[config.mk]
export PLATFORM = sky130hd
export DESIGN_NAME = rim_step_check
export DESIGN_NICKNAME = d
export VERILOG_FILES = /design/src/rtl/rim_pkg.sv /design/src/rtl/rim_step_check.sv
export SDC_FILE = /design/constraint.sdc
export NUM_CORES = 1
export LEC_CHECK = 0
export ABC_AREA = 1
export CORE_MARGIN = 2
export CORE_UTILIZATION = 48
export DETAILED_ROUTE_END_ITERATION = 8
export PLACE_DENSITY = 0.9
export SLEW_MARGIN = 20
export SYNTH_ARGS = -nofsm -noshare
export SYNTH_HDL_FRONTEND = slang
export SYNTH_SLANG_ARGS = --single-unit
[constraint.sdc]
create_clock -name vclk -period 4.6
set_input_delay 0.92 -clock vclk [all_inputs]
set_output_delay 0.92 -clock vclk [all_outputs]
set_load 0.01 [all_outputs]
[src/rtl/rim_pkg.sv]
// Shared types and constants for the maze path checker.
//   state_t      : checker FSM states
//   err_t/ERR_*  : verdict codes, 0 = legal path
//   coord_t      : one (row, col) maze coordinate
//   step_flags_t : per-coordinate flags produced by rim_step_check
//   step_code()  : folds one coordinate's flags into an error code, lowest code wins
package rim_pkg;
  localparam int MAZE_DIM     = 8;
  localparam int MAX_STEPS    = 64;
  localparam int WAIT_TIMEOUT = 512;

  typedef enum logic [2:0] {IDLE, LOAD, WAIT_PATH, CHECK, REPORT} state_t;

  typedef logic [2:0] err_t;
  localparam err_t ERR_NONE    = 3'd0;
  localparam err_t ERR_START   = 3'd1;
  localparam err_t ERR_ADJ     = 3'd2;
  localparam err_t ERR_WALL    = 3'd3;
  localparam err_t ERR_END     = 3'd4;
  localparam err_t ERR_LONG    = 3'd5;
  localparam err_t ERR_TIMEOUT = 3'd6;
  localparam err_t ERR_LOAD    = 3'd7;

  typedef struct packed {
    logic [2:0] row;
    logic [2:0] col;
  } coord_t;

  typedef struct packed {
    logic adj;
    logic wall;
    logic is_start;
    logic is_end;
  } step_flags_t;

  // Priority order matches the numeric codes, so the lowest code wins when
  // one coordinate trips several checks.
  function automatic err_t step_code(input logic first, input step_flags_t f,
                                     input logic too_long);
    if (first && !f.is_start) return ERR_START;
    if (!first && !f.adj)     return ERR_ADJ;
    if (f.wall)               return ERR_WALL;
    if (too_long)             return ERR_LONG;
    return ERR_NONE;
  endfunction
endpackage

[src/rtl/rim_step_check.sv]
// Combinational per-coordinate checks.
//   cur      : coordinate being consumed
//   prev     : previously consumed coordinate
//   row_bits : maze row cur.row (bit 7 = column 0), 1 = wall
//   flags    : adjacency to prev, wall hit, is (0,0), is (7,7)
module rim_step_check
  import rim_pkg::*;
(
  input  coord_t                    cur,
  input  coord_t                    prev,
  input  logic [MAZE_DIM-1:0]       row_bits,
  output step_flags_t               flags
);
  logic signed [3:0] dr, dc;
  logic [3:0]        adr, adc;

  always_comb begin
    // Zero-extended 4-bit signed differences: col 7 -> col 0 is a distance of
    // 7, never 1, so there is no wrap-around adjacency.
    dr  = $signed({1'b0, cur.row}) - $signed({1'b0, prev.row});
    dc  = $signed({1'b0, cur.col}) - $signed({1'b0, prev.col});
    adr = dr[3] ? 4'(-dr) : 4'(dr);
    adc = dc[3] ? 4'(-dc) : 4'(dc);
    flags.adj      = (adr + adc) == 4'd1;
    flags.wall     = row_bits[3'd7 - cur.col];
    flags.is_start = (cur == '0);
    flags.is_end   = (cur.row == 3'd7) && (cur.col == 3'd7);
  end
endmodule

# Yosys cells after proc, flatten, opt, wreduce, memory -nomap -nowiden
# Cells that the tools add are included.
[classes]
magnitude_cmp = 1
n_eq_ne = 3
add_sub_neg = 6
n_reduce_logical = 2
mux = 4
[op_table]
columns = ["cell", "count"]
rows = [
  ["2-to-1 mux 4 bit", 2],
  ["negator 4 bit", 2],
  ["subtractor 3 x 3 -> 4 bit", 2],
  ["== test 3 bit (second input constant)", 2],
  ["zero test 6 bit", 1],
  ["adder 4 bit", 1],
  ["== test 4 x 1 -> 1 bit (second input constant)", 1],
  ["< comparator 3 x 4 -> 1 bit (second input constant)", 1],
  ["binary-select mux 1 bit (select 3 bit)", 1],
  ["subtractor 3 bit (first input constant)", 1],
  ["logical AND 1 bit", 1],
  ["2-to-1 mux 1 bit", 1],
]
[word_totals]
regBits = 0
out_inout_bits = 4
wordCells = 16
input_bits = 20

# Longest topological paths before layout
[depth]
ltp_word = 5
depth_mapped = 14
ltp_nobuf = 14

# Worst setup path before layout
# OpenSTA, ideal clock, no wires.
[synth_path]
kind = "input -> output"
from = "input port cur[0] (netlist bit)"
to = "output port flags[3] (netlist bit)"
t_arrival_ns = 3.232
required_time_ns = 3.680
cell_stages = 14
path_slack_ns = 0.448
path_buffers = 0
cell_sequence = "inv_1 > ha_1 > inv_2 > fa_1 > inv_1 > ha_1 > or2_1 > o21a_1 > ha_1 > a21o_1 > a21o_1 > nand3_2 > nand2_2 > nor2_2"
[synth_lines]
columns = ["element", "line_no", "text"]
rows = [
  ["from (decl)", "rim_step_check.sv:9", "input coord_t cur,"],
  ["to (decl)", "rim_step_check.sv:12", "output step_flags_t flags"],
]

==> metrics.md <==
| Metric | Value |
|---|---|
| Status | `complete, no violations` |
| Post-route minimum period | `4.459 ns` |
| RD Place Congestion | `0.7807` |
| Core area | `1285 µm²` |
| Most common cell on crit path | `inv_2` |
| Clk_buf instances | `0` |
| WHS Path Cells | `4` |
| DRC Markers | `0` |
| HP Start | `cur[3]` |
| Placed cells | `162` |
| Non-Filler Instances | `166` |
| Area grow syn2layout | `65.38%` |
| Avg WL per Cell | `11.83 µm` |
| FFs & Latches | `0` |
| Leakage | `0.5996 nW` |
| Post-synthesis cell type count | `20` |
| Fmax | `0.2243 GHz` |
| Crit path arrival time | `3.54 ns` |
| Setup_tns | `0 ns` |
| Worst Setup Start Kind | `input pin` |
| Starting DRT DRC Count | `9` |
| Nets | `187` |
| Vias per Instance | `4.910` |
| Critical Path, Cell by Cell | `clkdlybuf4s15_1, inv_2, ha_4, inv_2, fa_1, inv_1, ha_1, or2_1, o21a_1, inv_2, fa_1, nand2_1, a21oi_1, o21ai_1, nor2_2, buf_2` |
| Final period utilization | `96.93%` |
| Initial core utilization | `50.34%` |
| Post-route ant nets | `0` |
| Post-synth top area cell | `ha_1` |
| Placed wire-length estimate | `1560 µm` |
| Share of layout cells above drive strength 1 | `29.14%` |
| Least-Margin Pin Slew | `0.1943 ns` |
| Finished Cell Area | `1070 µm²` |
| Largest net degree at the start of global routing | `8` |
| CP Capture Type | `output port` |
| Die height | `40.71 µm` |
| Worst Hold Class | `input pin to output port` |
| Peak supply drop | `0.1142 mV` |
| Avg Inst Size Synth | `5.935 µm²` |
| Worst hold endpoint | `flags[1]` |
| Die X | `40.71 µm` |
| Drt total wl | `1963 µm` |
| I/O pin cnt | `24` |
| Layout fillers | `85` |
| Max Cap Violations | `0` |
| Post-synthesis cell area | `646.9 µm²` |
| Vias in the first global route | `716` |
| GR Overflow Total | `0` |
| Syn Inst Count | `109` |
| Port-buffer cells | `24` |
| ANT cells | `0` |
| Post-layout util | `83.25%` |
| Place WS | `-0.5443 ns` |
| First-pass GRT wire length | `2849 µm` |
| Slew Limit Fails | `0` |
| Slowest stage cell, crit path | `fa_1` |
| Final hold violation count | `0` |
| PwrDens | `171.6 nW/µm²` |
| Post-Synthesis Net Count | `143` |
| Max stage delay on crit path | `0.53 ns` |
| Slew Limit Headroom | `87.00%` |
| Syn. warnings | `0` |
| Dpl cell area | `1011 µm²` |
| Storage cell area | `0 µm²` |
| Share of the synthesized area in the top cell type | `21.28%` |
| Final worst slack | `0.1413 ns` |
| Critical path data required time | `3.68 ns` |
| Initial antenna violation count | `0` |
| DRT Pass-1 Iters | `3` |
| Tot GR Track Use | `24.86%` |
| Sequential fraction of the synthesis area | `0%` |
| Setup violators final | `0` |
| Via count | `815` |
| # rows | `13` |
| Critical path class | `input pin to output port` |
| CTS Hold Bufs | `0` |
| Main area contributors after synthesis | `ha_1 (21%), inv_1 (11%), nor2_1 (10%), nand2_1 (9.9%), fa_1 (9.3%)` |
| Most frequent cells in the layout | `nor2_1 (18), buf_4 (18), nand2_1 (17)` |
| Crit Path Max Fanout | `2` |
| Die area | `1657 µm²` |
| Area of the multi-input gates | `584.3 µm²` |
## per-stage QoR
stage	hold WS, ns	power (mW)
3_3_place_gp	2.871	0.1630
3_5_place_dp	2.881	0.1720
4_1_cts	2.671	0.1772
6_report	2.537	0.1836
5_1_grt	2.559	0.2082
2_1_floorplan	1.891	0.1076
## metal layers
| metal | vias up | part of all wire, % | global-route usage (%) |
|---|---|---|---|
| met5 | - | 0 | 0 |
| met4 | 0 | 0 | 0 |
| met3 | 0 | 0.51 | 0 |
| met2 | 7 | 62 | 57.54 |
| met1 | 381 | 38 | 24.60 |
| li1 | 427 | - | - |
## cell families after synthesis
group | after synthesis | synth area share, %
and+or+nand+nor | 54 | 39.07
AOI/OAI and AO/OA | 14 | 13.15
xor gates and xnor gates | 2 | 2.708
adders and majority gates | 14 | 30.56
buffers and inverters | 25 | 14.51
## Yosys cell counts, drive strengths merged
cell / count
inv: 25
nand2: 21
nor2: 20
ha: 11
nand3: 8
o21ai: 6
fa: 3
o21a: 3
a21o: 2
a21oi: 2
nor3: 2
or2: 2
xor2: 2
a31oi: 1
nand4: 1
## worst max path at each step
| stage | from | slack, ns | cells after the start | end |
|---|---|---|---|---|
| global route | cur[0] | -0.03 | 16 | flags[3] |
| CTS | cur[0] | 0.08 | 16 | flags[3] |
| finish | cur[0] | 0.14 | 16 | flags[3] |
| detailed placement | cur[3] | -0.54 | 16 | flags[3] |
| floorplan | cur[0] | 0.45 | 14 | flags[3] |
| global placement | cur[3] | -0.42 | 16 | flags[3] |
## where the power goes
part           switching, mW  total, mW  internal, mW
clock                      0          0             0
combinational         0.0924      0.184        0.0912
sequential                 0          0             0
total                 0.0924      0.184        0.0912
## what timing repair did
item | 4_1_cts | 5_1_grt
setup endpoints to repair | 1 | 1
setup buffers | 3 | 1
gates resized for setup | 14 | 11
pin swaps | 8 | 12
endpoints found under the hold margin | 0 | 0
## cell type report
| class | instances | share of cell area (%) |
|---|---|---|
| Tap cell | 15 | 1.754 |
| Timing Repair Buffer | 42 | 34.85 |
| Multi-Input combinational cell | 84 | 54.62 |
| Inverter | 25 | 8.772 |
## worst max-delay path: cells and delay by family
family / cells / cell delay, ns
and+or+nand+nor: 3 / 0.22
buffers and inverters: 6 / 0.56
adders and majority gates: 4 / 1.43
AOI/OAI and AO/OA: 3 / 0.39
Power figures use the tool's default switching activity.
